--- config.mk ---
export PLATFORM = sky130hd
export DESIGN_NAME = mp64_trng_fetch
export DESIGN_NICKNAME = d
export VERILOG_FILES = /design/src/rtl/mp64_trng_fetch.sv
export SDC_FILE = /design/constraint.sdc
export NUM_CORES = 1
export LEC_CHECK = 0
export ABC_AREA = 1
export BUFFER_PORTS_ARGS = -buffer_cell sky130_fd_sc_hd__clkbuf_2
export CAP_MARGIN = 20
export CELL_PAD_IN_SITES_DETAIL_PLACEMENT = 0
export CELL_PAD_IN_SITES_GLOBAL_PLACEMENT = 1
export CORE_MARGIN = 5
export CORE_UTILIZATION = 44
export CTS_CLUSTER_SIZE = 28
export DETAILED_ROUTE_END_ITERATION = 10
export PLACE_DENSITY = 0.84
export SLEW_MARGIN = 20
export SYNTH_ARGS = -nofsm -noshare
export SYNTH_HDL_FRONTEND = slang
export SYNTH_SLANG_ARGS = --single-unit
--- constraint.sdc ---
create_clock -name clk -period 5.37 [get_ports clk]
set_input_delay 0.2685 -clock clk [delete_from_list [all_inputs] [get_ports clk]]
set_output_delay 0.2685 -clock clk [all_outputs]
set_load 0.005 [all_outputs]
--- src/rtl/mp64_trng_fetch.sv ---
// mp64_trng_fetch: autonomous MMIO drain engine for the TRNG block.
// It polls STATUS, reads RAND64 words in bursts into a small FIFO and
// presents them on a valid/ready stream. At most one MMIO transaction is
// outstanding at any time.
// Optional build macro TRNG_RESEED_EN: after every 16th word pushed, a SEED
// write of seed_data is issued before the next RAND64 read.
module mp64_trng_fetch #(
  parameter int DEPTH    = 4,
  parameter int BURST    = 4,
  parameter int POLL_GAP = 16,
  parameter int TIMEOUT  = 32
) (
  input  logic        clk,
  input  logic        rst_n,
  input  logic        enable,
  input  logic        err_clr,
  output logic        m_req,
  output logic [4:0]  m_addr,
  output logic        m_wen,
  output logic [63:0] m_wdata,
  input  logic [63:0] m_rdata,
  input  logic        m_ack,
  output logic        out_valid,
  input  logic        out_ready,
  output logic [63:0] out_data,
  output logic [4:0]  level,
  output logic        err,
  input  logic [63:0] seed_data
);

  localparam int AW = $clog2(DEPTH);
  localparam logic [4:0] A_RAND   = 5'h08;
  localparam logic [4:0] A_STATUS = 5'h10;
  localparam logic [4:0] A_SEED   = 5'h18;

  typedef enum logic [3:0] {
    S_IDLE, S_STAT_REQ, S_STAT_WAIT, S_GAP, S_RD_CHK,
    S_RD_REQ, S_RD_WAIT, S_SEED_REQ, S_SEED_WAIT
  } state_t;

  state_t          state_q, state_d;
  logic [7:0]      burst_q, burst_d;
  logic [7:0]      wait_q, wait_d;
  logic [7:0]      gap_q, gap_d;
  logic            res_q, res_d;
  logic            err_q, err_d;
  logic [63:0]     prev_q, prev_d;
  logic            prev_vld_q, prev_vld_d;
  logic [AW-1:0]   wr_ptr_q, wr_ptr_d;
  logic [AW-1:0]   rd_ptr_q, rd_ptr_d;
  logic [4:0]      cnt_q, cnt_d;
  logic [63:0]     mem_q [DEPTH];

  logic            push, pop, err_set, dup, timeout;

`ifdef TRNG_RESEED_EN
  logic [3:0]      seed_cnt_q, seed_cnt_d;
  logic            reseed_q, reseed_d;
  logic            seed_clr;
`else
  logic            unused_seed;
  assign unused_seed = ^seed_data;
`endif

  // Timeout fires on the WAIT cycle whose registered err lands exactly
  // TIMEOUT cycles after the request cycle (first WAIT cycle has wait_q=0).
  assign timeout = (wait_q == 8'(TIMEOUT - 2));

  // Next-state and MMIO request decode; one request pulse per REQ state.
  always_comb begin
    state_d = state_q;
    burst_d = burst_q;
    wait_d  = wait_q;
    gap_d   = gap_q;
    res_d   = res_q;
    push    = 1'b0;
    err_set = 1'b0;
    m_req   = 1'b0;
    m_addr  = 5'h00;
    m_wen   = 1'b0;
    m_wdata = 64'h0;
`ifdef TRNG_RESEED_EN
    seed_clr = 1'b0;
`endif
    case (state_q)
      S_IDLE: if (enable) state_d = S_STAT_REQ;
      S_STAT_REQ: begin
        m_req   = 1'b1;
        m_addr  = A_STATUS;
        wait_d  = 8'd0;
        state_d = S_STAT_WAIT;
      end
      S_STAT_WAIT: begin
        if (m_ack) begin
          if (m_rdata[0]) begin
            burst_d = 8'(BURST);
            state_d = S_RD_CHK;
          end else begin
            gap_d   = 8'd0;
            state_d = S_GAP;
          end
        end else if (timeout) begin
          err_set = 1'b1;
          gap_d   = 8'd0;
          state_d = S_GAP;
        end else begin
          wait_d = wait_q + 8'd1;
        end
      end
      S_GAP: begin
        if (gap_q == 8'(POLL_GAP - 1)) state_d = S_IDLE;
        else                           gap_d   = gap_q + 8'd1;
      end
      S_RD_CHK: begin
        if (!enable) state_d = S_IDLE;
`ifdef TRNG_RESEED_EN
        else if (reseed_q) state_d = S_SEED_REQ;
`endif
        else if (burst_q == 8'd0) state_d = S_IDLE;
        else if (6'(cnt_q) + 6'(res_q) < 6'(DEPTH)) state_d = S_RD_REQ;
      end
      S_RD_REQ: begin
        m_req   = 1'b1;
        m_addr  = A_RAND;
        res_d   = 1'b1;
        wait_d  = 8'd0;
        state_d = S_RD_WAIT;
      end
      S_RD_WAIT: begin
        if (m_ack) begin
          push    = 1'b1;
          res_d   = 1'b0;
          burst_d = burst_q - 8'd1;
          state_d = S_RD_CHK;
        end else if (timeout) begin
          err_set = 1'b1;
          res_d   = 1'b0;
          gap_d   = 8'd0;
          state_d = S_GAP;
        end else begin
          wait_d = wait_q + 8'd1;
        end
      end
`ifdef TRNG_RESEED_EN
      S_SEED_REQ: begin
        m_req   = 1'b1;
        m_addr  = A_SEED;
        m_wen   = 1'b1;
        m_wdata = seed_data;
        wait_d  = 8'd0;
        state_d = S_SEED_WAIT;
      end
      S_SEED_WAIT: begin
        if (m_ack) begin
          seed_clr = 1'b1;
          state_d  = S_RD_CHK;
        end else if (timeout) begin
          err_set = 1'b1;
          gap_d   = 8'd0;
          state_d = S_GAP;
        end else begin
          wait_d = wait_q + 8'd1;
        end
      end
`endif
      default: state_d = S_IDLE;
    endcase
  end

  // FIFO bookkeeping, repeated-word health check and sticky error.
  always_comb begin
    pop        = out_valid && out_ready;
    wr_ptr_d   = push ? wr_ptr_q + AW'(1) : wr_ptr_q;
    rd_ptr_d   = pop  ? rd_ptr_q + AW'(1) : rd_ptr_q;
    cnt_d      = cnt_q;
    if (push && !pop)      cnt_d = cnt_q + 5'd1;
    else if (!push && pop) cnt_d = cnt_q - 5'd1;
    dup        = push && prev_vld_q && (m_rdata == prev_q);
    prev_d     = push ? m_rdata : prev_q;
    prev_vld_d = prev_vld_q | push;
    // A new error event in the same cycle as err_clr keeps err set.
    if (err_set || dup) err_d = 1'b1;
    else if (err_clr)   err_d = 1'b0;
    else                err_d = err_q;
  end

`ifdef TRNG_RESEED_EN
  // Every 16th pushed word arms a reseed; the SEED ack disarms it.
  always_comb begin
    seed_cnt_d = push ? seed_cnt_q + 4'd1 : seed_cnt_q;
    if (push && seed_cnt_q == 4'hF) reseed_d = 1'b1;
    else if (seed_clr)              reseed_d = 1'b0;
    else                            reseed_d = reseed_q;
  end

  // Reseed tracking registers.
  always_ff @(posedge clk or negedge rst_n) begin
    if (!rst_n) begin
      seed_cnt_q <= 4'd0;
      reseed_q   <= 1'b0;
    end else begin
      seed_cnt_q <= seed_cnt_d;
      reseed_q   <= reseed_d;
    end
  end
`endif

  // Control state; reset drops any in-flight transaction back to IDLE.
  always_ff @(posedge clk or negedge rst_n) begin
    if (!rst_n) begin
      state_q    <= S_IDLE;
      burst_q    <= 8'd0;
      wait_q     <= 8'd0;
      gap_q      <= 8'd0;
      res_q      <= 1'b0;
      err_q      <= 1'b0;
      prev_q     <= 64'h0;
      prev_vld_q <= 1'b0;
      wr_ptr_q   <= '0;
      rd_ptr_q   <= '0;
      cnt_q      <= 5'd0;
    end else begin
      state_q    <= state_d;
      burst_q    <= burst_d;
      wait_q     <= wait_d;
      gap_q      <= gap_d;
      res_q      <= res_d;
      err_q      <= err_d;
      prev_q     <= prev_d;
      prev_vld_q <= prev_vld_d;
      wr_ptr_q   <= wr_ptr_d;
      rd_ptr_q   <= rd_ptr_d;
      cnt_q      <= cnt_d;
    end
  end

  // FIFO storage; contents are don't-care until the count says otherwise.
  always_ff @(posedge clk) begin
    if (push) mem_q[wr_ptr_q] <= m_rdata;
  end

  assign out_valid = (cnt_q != 5'd0);
  assign out_data  = mem_q[rd_ptr_q];
  assign level     = cnt_q;
  assign err       = err_q;

endmodule

* Word-level counts from Yosys, hierarchy flattened
Memories as Yosys holds them, arrays and structs flattened.
Cells that the tools add are included.
** Storage, ports and cells
- Register bits after elaboration :: 104
- Memory bits (writable) :: 256
- Input port bits :: 134
- Output and inout port bits :: 142
- Logic and storage cells :: 106
- Memories :: 1
** Operators by class
- Add/sub/neg operators :: 8
- Magnitude comparators :: 1
- Equal/unequal tests :: 21
- Multiplexer cells :: 39
- Bitwise logic cells :: 1
- Reductions and logical operators :: 24
** Memory list
- mem_q :: words 4, width 64, read ports 1, clocked after memory_dff 0, wr ports 1, RTL line 52 : logic [63:0] mem_q [DEPTH];
** Operators with widths (count)
- 8-bit 2-to-1 mux :: 10
- 64-bit == test :: 1
- 4-bit 2-to-1 mux :: 8
- 8-bit one-hot mux with 2 select lines :: 2
- 4-bit one-hot mux with 7 select lines :: 1
- 8-bit one-hot mux with 3 select lines :: 1
- 2-bit != test, second input constant :: 9
- 8-bit by 1-bit adder with 8-bit output, second input constant :: 2
- 4-bit by 3-bit == test with 1-bit output, second input constant :: 3
- 1-bit 2-to-1 mux :: 12
- 5-bit 2-to-1 mux :: 2
- 5-bit one-hot mux with 2 select lines :: 1
- 2-bit nonzero test :: 5
- 4-bit by 2-bit == test with 1-bit output, second input constant :: 2
- 8-bit by 4-bit == test with 1-bit output, second input constant :: 1
- 8-bit by 5-bit == test with 1-bit output, second input constant :: 1
- 8-bit zero test :: 1
- 4-bit AND reduction :: 2
- 8-bit by 1-bit subtractor with 8-bit output, second input constant :: 1
- 5-bit by 1-bit adder with 6-bit output :: 1
- 6-bit by 3-bit < comparator with 1-bit output, second input constant :: 1
- 3-bit != test, second input constant :: 2
- 3-bit AND reduction :: 2
- 5-bit by 1-bit adder with 5-bit output, second input constant :: 1
- 15 further kinds :: 22

* Depth between registers and ports, before layout
- Depth after elaboration :: 6
- Gate-level depth with buffers :: 15
- Gate-level depth less buffers :: 13

* Least setup slack after synthesis
OpenSTA, ideal clock, no wires.
- Kind :: flip-flop to flip-flop
- From :: reg state_q[0]
- To :: mem mem_q[0][0] (enable)
- Setup time :: 0.486 ns
- Arrival time :: 3.939 ns
- Required time :: 4.884 ns
- Setup slack :: 0.945 ns
- Stages on the path, launching flop included :: 9
- Buffers on the path :: 3
- Period minus slack after synthesis :: 4.425 ns
- Cells stage by stage :: dfrtp_1 -> inv_2 -> nand2_1 -> nor2_4 -> nand2_2 -> buf_6 -> buf_4 -> buf_2 -> nor2_1
** Between the ends
- Cells in the longest elaborated chain, start to end :: 4
** RTL lines
- from (decl) :: RTL line 41 : state_t state_q, state_d;
- from (signal assigned) :: RTL line 223 : state_q <= state_d;
- 4-bit by 3-bit == test with 1-bit output :: RTL line 85 : case (state_q)
- 1-bit 2-to-1 mux :: RTL line 85
- 1-bit 2-to-1 mux :: RTL line 239 : if (push) mem_q[wr_ptr_q] <= m_rdata;
- 1-bit 2-to-1 mux (not written as such) :: RTL line 239
- to (decl) :: RTL line 52
No other way between the ends.

* Worst setup path in the final report
- From :: reg rd_ptr_q[0]
- To :: out out_data[58]
** Between the ends
- Cells in the longest elaborated chain, start to end :: 1
** RTL lines
- from (decl) :: RTL line 50 : logic [AW-1:0] rd_ptr_q, rd_ptr_d;
- from (signal assigned) :: RTL line 232 : rd_ptr_q <= rd_ptr_d;
- memory read 4 x 64 bit
- to (decl) :: RTL line 25 : output logic [63:0] out_data,
No other way between the ends.

==> flow_metrics.tcl <==
set metrics [dict create \
    clockBufferDepth 3 \
    firstDrtPassIters 5 \
    die_h_um 199 \
    synth_xor_area_share_pct 1.39 \
    crit_cells 5 \
    drt_wl_total_um 34900 \
    drtAntennaViolNets 0 \
    synth-adder-area-share_pct 1.16 \
    fin_util_pct 51.8 \
    dp_hpwl_um 21400 \
    layout.nets 1822 \
    clk_pin_slew_worst_paths_ns 0.06 \
    crit_arrival_ns 3.09 \
    ys_async_sr_fraction_pct 28.9 \
    drt_iter0_markers 597 \
    max_freq_mhz 298 \
    synth_ff_type "edfxtp_1" \
    critPathTopFamily "buffers and inverters" \
    layout_common_cells "290 x nand2_1, 256 x edfxtp_1, 204 x o21ai_0" \
    dpl-instance-area_um2 16700 \
    rr_endpoint "mem_q[1][40]" \
    multi_input_area_um2 4560 \
    stdcell_area_um2 18400 \
    drive_gt1_share_pct 14.8 \
    stdcell_count 2167 \
    routedWlPerCell_um 16.1 \
    finalWorstSetupSlack_ns 2.01 \
    viasPerCell 4.97 \
    grt_pass1_wl_um 54600 \
    p_leak_nw 7.50 \
    drc 0 \
    cts_setup_buffers 0 \
    synth-simple-area-share_pct 14.4 \
    power_density_nw_per_um2 440 \
    rr_startpoint "state_q[0]" \
    cp_slowest_cell "inv_4" \
    clock-sinks 360 \
    grt_start_max_net_pins 95 \
    ir_drop_uv 329 \
    finalHoldViolations 0 \
    ys_seq_elements 360 \
    rsz0062_at_grt "no" \
    portBuffers 143 \
    cp.required_ns 5.10 \
    setup_violations 0 \
    place_congestion 0.825 \
    post_cts_resized 0 \
    tightestPinTransition_ns 0.963 \
    dieWidth_um 199 \
    crit_path_start "rd_ptr_q[0]" \
    dpl.cell_count 2062 \
    path_cells "inv_4, buf_4, o21ai_0, o22ai_1, clkbuf_2" \
    cts_tree "yes" \
    crit_buf_inv 3 \
    finalMaxSlewViolations 0 \
    antenna_found_initial 3 \
    cts_root_buf "clkbuf_16" \
    crit_path_max_incr_delay_ns 0.67 \
    cap_viol_max_count 0 \
    area_delta_synth_final_pct 16.3 \
    skew_ns 0.0212 \
    synth-warning-count 0 \
    track_usage_pct 17.2 \
    synth_edf_count 256 \
    die-area_um2 39800 \
    netlist_instances 1504 \
    tns_ns 0 \
    cts_buffers 40 \
    min_period_ns 3.36 \
    synth_cell_types 42 \
    criticalPathCategory "reg -> out" \
    crit_fanout 91 \
    startpoint_type "register" \
    first_global_vias 10300 \
    grt-ovfl-total 0 \
    preCtsSetupSlack_ns 2.34 \
    synth_top_family_by_area "simple AND/OR/NAND/NOR gates" \
    syn_area_um2 15800 \
    insertion_delay_ns 0.52 \
    critPathCapture "out_data[58]" \
    cts.htree.levels 2 \
    postCtsHoldBufs 30 \
    ys_seq_area_share_pct 65.1 \
    regToRegSetupSlack_ns 2.39 \
    worstHoldPathType "in -> reg" \
    outcome "complete, no violations" \
    synth.avg_cell_area_um2 10.5 \
    fin_crit_sh_pct 62.5 \
    core-area_um2 35500 \
    rows 69 \
    initial_core_util_pct 44.5 \
    final_common_cell "nand2_1" \
    num_vias 10800 \
    seqCellArea_um2 10300 \
    fillerInstances 3116 \
    relSlewSlack_pct 35.8 \
    reg2reg_depth 6 \
    synth_mux_area_share_pct 0 \
    cp-end-kind "output pin" \
    synth_compound_area_share_pct 10.0 \
    io_pins 276 \
]
area by class of cell:
class / instances / area share (%)
diodes: 1 / 0.0136
clock buffers: 49 / 5.69
clock inverters: 24 / 1.39
inverters: 132 / 2.72
multi-input cells: 955 / 24.8
flip-flops and latches: 360 / 56.0
well taps: 461 / 3.14
repair buffers: 185 / 6.21
stage by stage:
step	power, mW	hold WS (ns)
finish	8.09	0.0211
global route	8.59	0.00995
CTS	8.19	0.000548
detailed placement	5.48	0.360
global placement	5.41	0.367
floorplan	4.67	-0.0271
Yosys cell counts, types with 13 or more instances:
master | number | area [µm²]
o22ai_1 | 64 | 400
dfrtp_1 | 104 | 2600
nand2_1 | 290 | 1090
ha_1 | 13 | 163
o21ai_0 | 204 | 1020
clkbuf_1 | 45 | 169
buf_4 | 70 | 526
edfxtp_1 | 256 | 7690
nor2_1 | 197 | 739
xnor2_1 | 15 | 131
nand3_1 | 28 | 140
inv_1 | 127 | 477
worst min path at each step:
stage	start	end	slack, ns	depth (start not counted)
2_1_floorplan	rst_n	burst_q[0]	-0.03	0
3_3_place_gp	rst_n	prev_q[48]	0.37	1
3_5_place_dp	rst_n	prev_q[48]	0.36	1
4_1_cts	m_rdata[12]	mem_q[0][12]	0.0005	1
5_1_grt	m_rdata[1]	mem_q[1][1]	0.01	1
6_report	m_rdata[12]	mem_q[1][12]	0.02	1
cells by family after synthesis:
logic type,after synthesis
AO/OA/AOI/OAI,293
XOR/XNOR,25
adder cells (fa/ha/maj),14
buffers and inverters,257
flip-flops,360
other,1
AND/OR/NAND/NOR,554
layer usage:
metal / GRT usage (%) / share of wire, % / vias up
met5: 0 / 0.060 / -
met1: 23.2 / 43 / 5145
met2: 29.1 / 48 / 283
met4: 4.38 / 2.2 / 4
met3: 2.90 / 6.2 / 59
li1: - / - / 5281
where the power goes:
| part | leakage, nW | total [mW] | switching [mW] | internal, mW |
|---|---|---|---|---|
| clock network | 0.625 | 2.67 | 1.08 | 1.59 |
| registers | 3.67 | 3.33 | 0.181 | 3.15 |
| logic | 3.20 | 2.09 | 1.33 | 0.756 |
sequential cells by signal, summed over array words and instances, names as in the netlist, 2 cells and up:
| name | count |
|---|---|
| wait_q | 8 |
| gap_q | 8 |
| state_q | 4 |
| prev_q | 64 |
| mem_q | 256 |
| level | 5 |
| burst_q | 8 |
| wr_ptr_q | 2 |
| rd_ptr_q | 2 |
No activity file was read; power rests on OpenSTA's default activity.
